**src/rtl/sysid_check_pkg.sv**
```systemverilog
// Shared definitions for the system-ID check sequencer.
// State encodings, slave word addresses, counter widths and the word compare helper.
package sysid_check_pkg;

    // Counter widths
    localparam int LAT_W   = 3;
    localparam int RETRY_W = 4;

    // Slave word addresses
    localparam logic SYSID_ADDR_ID = 1'b0;
    localparam logic SYSID_ADDR_TS = 1'b1;

    // Sequencer states (plain constants for compatibility with older tooling)
    typedef logic [2:0] state_t;
    localparam state_t ST_IDLE = 3'd0;
    localparam state_t ST_RD   = 3'd1;
    localparam state_t ST_WAIT = 3'd2;
    localparam state_t ST_EVAL = 3'd3;
    localparam state_t ST_DONE = 3'd4;

    // True when a captured slave word equals its expected build value
    function automatic logic words_match(input logic [31:0] captured, input logic [31:0] expected);
        words_match = (captured == expected);
    endfunction

endpackage

```
**src/rtl/sysid_period_timer.sv**
```systemverilog
// Re-check interval timer for the system-ID sequencer.
// Down-counter that reloads to PERIOD-1 on load and holds at zero;
// expire stays high while the count is zero, until the next load.
// Only instantiated when SYSID_PERIODIC_CHECK_EN is defined.
module sysid_period_timer #(
    parameter int PERIOD = 1000000
) (
    input  logic clock,
    input  logic reset,
    input  logic load,
    output logic expire
);

    localparam int CNT_W = (PERIOD > 1) ? $clog2(PERIOD) : 1;
    localparam logic [CNT_W-1:0] CNT_RELOAD = CNT_W'(PERIOD - 1);
    localparam logic [CNT_W-1:0] CNT_ZERO   = {CNT_W{1'b0}};

    logic [CNT_W-1:0] cnt_r;
    logic [CNT_W-1:0] cnt_s;
    logic             expire_r;

    // Next count: reload on request, otherwise count down and stop at zero
    always_comb begin
        cnt_s = cnt_r;
        if (load) begin
            cnt_s = CNT_RELOAD;
        end else if (cnt_r != CNT_ZERO) begin
            cnt_s = cnt_r - CNT_W'(1);
        end else begin
            cnt_s = cnt_r;
        end
    end

    // Count register plus a registered expiry flag aligned with a zero count
    always_ff @(posedge clock or posedge reset) begin
        if (reset) begin
            cnt_r    <= CNT_RELOAD;
            expire_r <= 1'b0;
        end else begin
            cnt_r    <= cnt_s;
            expire_r <= (cnt_s == CNT_ZERO);
        end
    end

    assign expire = expire_r;

endmodule

```
**src/rtl/sysid_check_ctrl.sv**
```systemverilog
// System-ID check sequencer.
// Reads the ID word (address 0) and build timestamp (address 1) from the
// system-ID slave, compares both against the expected build values, retries
// on mismatch and reports a sticky pass/fail verdict.
// Optional feature macro: SYSID_PERIODIC_CHECK_EN adds a PERIOD-cycle
// re-check timer that launches a check on its own while idle.
module sysid_check_ctrl
    import sysid_check_pkg::*;
#(
    parameter logic [31:0] EXPECTED_ID  = 32'd0,
    parameter logic [31:0] EXPECTED_TS  = 32'd1520875055,
    parameter int          READ_LATENCY = 0,
    parameter int          MAX_RETRY    = 3,
    parameter int          AUTO_START   = 1,
    parameter int          PERIOD       = 1000000
) (
    input  logic        clock,
    input  logic        reset,
    input  logic        start,
    output logic        sysid_address,
    output logic        sysid_read,
    input  logic [31:0] sysid_readdata,
    output logic        busy,
    output logic        done,
    output logic        pass,
    output logic        fail,
    output logic [31:0] id_value,
    output logic [31:0] ts_value,
    output logic [3:0]  retry_count
);

    // Latency counter start value; unused when the slave answers in the strobe cycle
    localparam logic [LAT_W-1:0]   LAT_INIT    = (READ_LATENCY > 0) ? LAT_W'(READ_LATENCY - 1)
                                                                    : {LAT_W{1'b0}};
    localparam logic [LAT_W-1:0]   LAT_ZERO    = {LAT_W{1'b0}};
    localparam logic [RETRY_W-1:0] RETRY_LIMIT = RETRY_W'(MAX_RETRY);

    state_t             state_r;
    state_t             state_s;
    logic               addr_r;
    logic [LAT_W-1:0]   lat_cnt_r;
    logic [RETRY_W-1:0] retry_r;
    logic               auto_pend_r;
    logic               pass_r;
    logic               fail_r;
    logic [31:0]        id_r;
    logic [31:0]        ts_r;
    logic               read_r;
    logic               busy_r;
    logic               done_r;

    logic               launch_s;
    logic               capture_s;
    logic               match_s;
    logic               retry_ok_s;
    logic               timer_expire_s;

`ifdef SYSID_PERIODIC_CHECK_EN
    logic timer_load_s;

    // Reload when leaving DONE, and when software asks for a check itself
    assign timer_load_s = (state_r == ST_DONE) || ((state_r == ST_IDLE) && start);

    sysid_period_timer #(
        .PERIOD (PERIOD)
    ) u_period_timer (
        .clock  (clock),
        .reset  (reset),
        .load   (timer_load_s),
        .expire (timer_expire_s)
    );
`else
    // No timer: PERIOD has no effect, it is only referenced so it is not left dangling
    assign timer_expire_s = (PERIOD < 0) ? 1'b1 : 1'b0;
`endif

    // A check starts from IDLE on a start pulse, the post-reset auto start or the timer
    assign launch_s   = (state_r == ST_IDLE) && (start || auto_pend_r || timer_expire_s);
    // Read data is taken in the strobe cycle for zero latency, else when the wait runs out
    assign capture_s  = ((state_r == ST_RD) && (READ_LATENCY == 0)) ||
                        ((state_r == ST_WAIT) && (lat_cnt_r == LAT_ZERO));
    assign match_s    = words_match(id_r, EXPECTED_ID) && words_match(ts_r, EXPECTED_TS);
    assign retry_ok_s = (retry_r < RETRY_LIMIT);

    // Next-state decode of the read/compare sequence
    always_comb begin
        state_s = state_r;
        case (state_r)
            ST_IDLE: begin
                if (launch_s) begin
                    state_s = ST_RD;
                end else begin
                    state_s = ST_IDLE;
                end
            end
            ST_RD: begin
                if (READ_LATENCY != 0) begin
                    state_s = ST_WAIT;
                end else if (addr_r == SYSID_ADDR_ID) begin
                    state_s = ST_RD;
                end else begin
                    state_s = ST_EVAL;
                end
            end
            ST_WAIT: begin
                if (lat_cnt_r != LAT_ZERO) begin
                    state_s = ST_WAIT;
                end else if (addr_r == SYSID_ADDR_ID) begin
                    state_s = ST_RD;
                end else begin
                    state_s = ST_EVAL;
                end
            end
            ST_EVAL: begin
                if (match_s) begin
                    state_s = ST_DONE;
                end else if (retry_ok_s) begin
                    state_s = ST_RD;
                end else begin
                    state_s = ST_DONE;
                end
            end
            ST_DONE: begin
                state_s = ST_IDLE;
            end
            default: begin
                state_s = ST_IDLE;
            end
        endcase
    end

    // State register
    always_ff @(posedge clock or posedge reset) begin
        if (reset) begin
            state_r <= ST_IDLE;
        end else begin
            state_r <= state_s;
        end
    end

    // Address, captured words, retry count, latency count and sticky verdict
    always_ff @(posedge clock or posedge reset) begin
        if (reset) begin
            addr_r      <= SYSID_ADDR_ID;
            lat_cnt_r   <= LAT_ZERO;
            retry_r     <= {RETRY_W{1'b0}};
            auto_pend_r <= (AUTO_START != 0);
            pass_r      <= 1'b0;
            fail_r      <= 1'b0;
            id_r        <= 32'd0;
            ts_r        <= 32'd0;
        end else begin
            // Auto start is offered in the first post-reset cycle only
            auto_pend_r <= 1'b0;

            if (launch_s) begin
                addr_r  <= SYSID_ADDR_ID;
                retry_r <= {RETRY_W{1'b0}};
                pass_r  <= 1'b0;
                fail_r  <= 1'b0;
            end else if (capture_s) begin
                if (addr_r == SYSID_ADDR_ID) begin
                    id_r   <= sysid_readdata;
                    addr_r <= SYSID_ADDR_TS;
                end else begin
                    ts_r   <= sysid_readdata;
                end
            end else if (state_r == ST_EVAL) begin
                if (match_s) begin
                    pass_r <= 1'b1;
                end else if (retry_ok_s) begin
                    retry_r <= retry_r + RETRY_W'(1);
                    addr_r  <= SYSID_ADDR_ID;
                end else begin
                    fail_r <= 1'b1;
                end
            end

            if (state_r == ST_RD) begin
                lat_cnt_r <= LAT_INIT;
            end else if ((state_r == ST_WAIT) && (lat_cnt_r != LAT_ZERO)) begin
                lat_cnt_r <= lat_cnt_r - LAT_W'(1);
            end
        end
    end

    // Registered strobes: each reflects the state being entered
    always_ff @(posedge clock or posedge reset) begin
        if (reset) begin
            read_r <= 1'b0;
            busy_r <= 1'b0;
            done_r <= 1'b0;
        end else begin
            read_r <= (state_s == ST_RD);
            busy_r <= (state_s != ST_IDLE);
            done_r <= (state_s == ST_DONE);
        end
    end

    assign sysid_address = addr_r;
    assign sysid_read    = read_r;
    assign busy          = busy_r;
    assign done          = done_r;
    assign pass          = pass_r;
    assign fail          = fail_r;
    assign id_value      = id_r;
    assign ts_value      = ts_r;
    assign retry_count   = retry_r;

endmodule

```
**config.mk**
```make
export PLATFORM = sky130hd
export DESIGN_NAME = sysid_check_ctrl
export DESIGN_NICKNAME = d
export VERILOG_FILES = /design/src/rtl/sysid_check_pkg.sv /design/src/rtl/sysid_period_timer.sv /design/src/rtl/sysid_check_ctrl.sv
export SDC_FILE = /design/constraint.sdc
export NUM_CORES = 1
export LEC_CHECK = 0
export ABC_AREA = 1
export BUFFER_PORTS_ARGS = -buffer_cell sky130_fd_sc_hd__buf_2
export CAP_MARGIN = 10
export CORE_ASPECT_RATIO = 0.7
export CORE_MARGIN = 2
export CORE_UTILIZATION = 47
export DETAILED_ROUTE_END_ITERATION = 10
export GPL_TIMING_DRIVEN = 0
export PLACE_DENSITY = 0.87
export SYNTH_ARGS = -nofsm -noshare
export SYNTH_HDL_FRONTEND = slang
export SYNTH_SLANG_ARGS = --single-unit
```
**constraint.sdc**
```tcl
create_clock -name clock -period 2 [get_ports clock]
set_clock_uncertainty 0.1 [all_clocks]
set_input_delay 0 -clock clock [delete_from_list [all_inputs] [get_ports clock]]
set_output_delay 0 -clock clock [all_outputs]
set_load 0.005 [all_outputs]
```
==> results.cfg <==
[status]
run_status = completed

[grt]
antenna_violations_before_repair = 0
maximum_number_of_pins_on_one_net_before_global_route_repair = 45
grt_pass1_vias = 3361
globalRoute.totalOverflow = 0
grt_pass1_wl_mm = 16.4
track_usage_pct = 23.8

[timing]
rsz0062_at_grt = false
min_cycle_time_layout_ns = 1.84
final.setup.tns_ns = 0
worstMarginPinSlew_ns = 0.836
max-slew-margin-rel_pct = 44.1
final.hold.worst_slack_ns = 0.107
post-route-period-util_pct = 92.2
post-route-worst-setup-slack_ns = 0.155
final-hold-violation-count = 0
timing.fmax_mhz = 542
finalSetupViolations = 0
final-max-slew-violation-count = 0

[clock_network]
cts_resized = 0
count_of_clock_tree_sinks = 81
clock_pin_slew_on_the_worst_setup_and_hold_paths_ns = 0.06
worst_skew_pair.late_latency_ns = 0.34
cts_tree = done
cts.htree.levels = 3
root_buffer = clkbuf_16
clockBufferDepth = 2
cts_made_buffers = 9

[logic_synthesis]
synth_nets = 464
synthesis.instances = 426
synth_ff_type = dfrtp_1
yosys_warnings = 0
yosys.area.top_type_share_pct = 52.0
seq_area_frac_synth_pct = 52.7
syn-mean-instance-area_sq_um = 9.03
ys_top_cells_by_count = nand2_1, dfrtp_1, inv_1, nor2_1, o21ai_2
ys_async_sr_fraction_pct = 100
post_synth_main_area_contributors = dfrtp_1, o21ai_2, nand2_1
cell_area_after_synthesis_sq_um = 3850
ys_seq_elements = 81
yosysMostFrequentCell = nand2_1
post-synth-top-area-cell = dfrtp_1
post_synth_num_cell_types = 24
synth_edf_count = 0

[finish]
register_area_sq_um = 2030
multi_input_comb_area_sq_um = 1420
finalNonFillerCells = 685
antenna_cells_inserted = 0
layout.nets = 617
fillerInstances = 670
relative_area_change_from_synthesis_to_final_layout_pct = 34.1
post_route_cells_drive_above_1_share_pct = 34.4

[drt]
initialDrtViolationCount = 235
route.vias.total = 3393
post_drt_antenna_nets = 0
drc_violation_count_after_routing = 0
detail_route.wirelength_mm = 10.0
detailedRoute.firstPassIterationCount = 5
wire_per_inst_microns = 14.6
via_per_inst = 4.95

[pwr]
vdd_ir_drop_max_uv = 889
cell_area_power_density_nw_per_um2 = 1660
leakagePower_nw = 2.73

[placed_design]
place_ws_ns = 0.156
numPlacedInstances = 636
gp_congestion = 0.865
detailed_place_hpwl_mm = 7.28
port_buffers = 108

[worst_setup_path]
crit_type = flop to flop
worstSetupEndpointType = flop
cp_data_required_time_ns = 2.12
critical_path.startpoint_type = flop
critPathMaxFanout = 10
timing.reg2reg.setup_slack_ns = 0.16
timing.critical_path.arrival_ns = 1.96

[floorplan]
initial_core_util_pct = 48.7
die_width_microns = 112
overall_die_area_sq_um = 8930
i_o_pins = 109
fp.dieH_microns = 79.7
core_region_area_sq_um = 7910
fp_rows = 27

[hold_path]
hold_class = input pin to flop

[run]
drv.max_cap_violation_count = 0
[critical path: stages (launching register included)]
cell      delay (ns)
dfrtp_1         0.36
inv_1           0.08
ha_1            0.15
ha_1            0.16
inv_1           0.07
o21ai_4         0.28
nand2_4         0.17
clkbuf_8        0.21
nand2_1         0.06
o21ai_1         0.08
[cells by family after synthesis]
kind of cell	synth area share (%)
compound gates	15.7
fa+ha+maj	0.976
buf+inv	10.2
flops	52.7
other cells	0.0975
simple gates	20.3
[worst paths after layout]
check,from,depth (start not counted),endpoint
setup reg to reg,lat_cnt_r[0],9,ts_value[4]
hold / removal,start,5,pass
min in group asynchronous,reset,3,id_value[20]
setup / recovery,lat_cnt_r[0],9,ts_value[4]
hold reg to reg,fail,2,fail
max in group asynchronous,reset,4,auto_pend_r
[per-layer routing]
layer | track usage [%] | routed length (microns) | up-vias
met4 | 6.22 | 148 | 0
met5 | 0 | 0 | -
met3 | 6.83 | 628 | 12
li1 | - | - | 1647
met2 | 39.2 | 4720 | 126
met1 | 31.3 | 4530 | 1608
[where the power goes]
part / switching, W / total (W) / internal, W
Combinational: 0.00221 / 0.00390 / 0.00169
Sequential: 0.000699 / 0.00309 / 0.00239
Clock: 0.000673 / 0.00159 / 0.000915
[through the flow]
step	cell area [sq um]	utilization, %	total power (W)
after floorplan	3850	-	0.00550
after global placement	4520	57.1	0.00676
after global routing	5160	65.3	0.00926
final	5160	65.3	0.00858
after CTS	5160	65.3	0.00861
after detailed placement	4540	57.4	0.00696
[timing repair]
item                                    4_1_cts  5_1_grt
hold buffers                                 33        0
buffers inserted                              0        0
endpoints found under the hold margin       101        0
endpoints found under the setup margin        0        0
[state kept, by name (all words and copies together), names as in the netlist]
register / cells
state_r: 3
sysid_read: 1
busy: 1
pass: 1
ts_value: 32
lat_cnt_r: 3
done: 1
auto_pend_r: 1
fail: 1
retry_count: 4
sysid_address: 1
id_value: 32
[cell usage in the layout (no fill, tap or decap), types with 2 or more instances in the layout]
master | Yosys | layout
nand2_4 | 2 | 2
o22ai_1 | 2 | 2
nand3b_1 | 3 | 3
clkbuf_16 | 0 | 9
o21ai_1 | 9 | 9
nand4_1 | 9 | 9
dfrtp_1 | 80 | 80
clkinvlp_4 | 0 | 2
nand2_1 | 105 | 105
ha_1 | 3 | 3
inv_1 | 67 | 66
o21ai_2 | 55 | 55
buf_6 | 9 | 9
dlygate4sd3_1 | 0 | 33
buf_2 | 0 | 108
clkinv_4 | 0 | 2
nand3_1 | 7 | 7
o21ai_0 | 7 | 7
clkbuf_8 | 3 | 5
nor2_1 | 56 | 56
[final cells by class]
| class | count | area share (%) |
|---|---|---|
| timing repair buffer | 142 | 17.3 |
| sequential | 81 | 39.3 |
| clock inverter | 5 | 0.752 |
| buffer | 12 | 2.76 |
| multi-input combinational | 266 | 27.6 |
| clock buffer | 11 | 4.90 |
| tap | 101 | 2.45 |
| inverter | 67 | 4.95 |
Note: power is estimated with default switching activity, not from simulation.
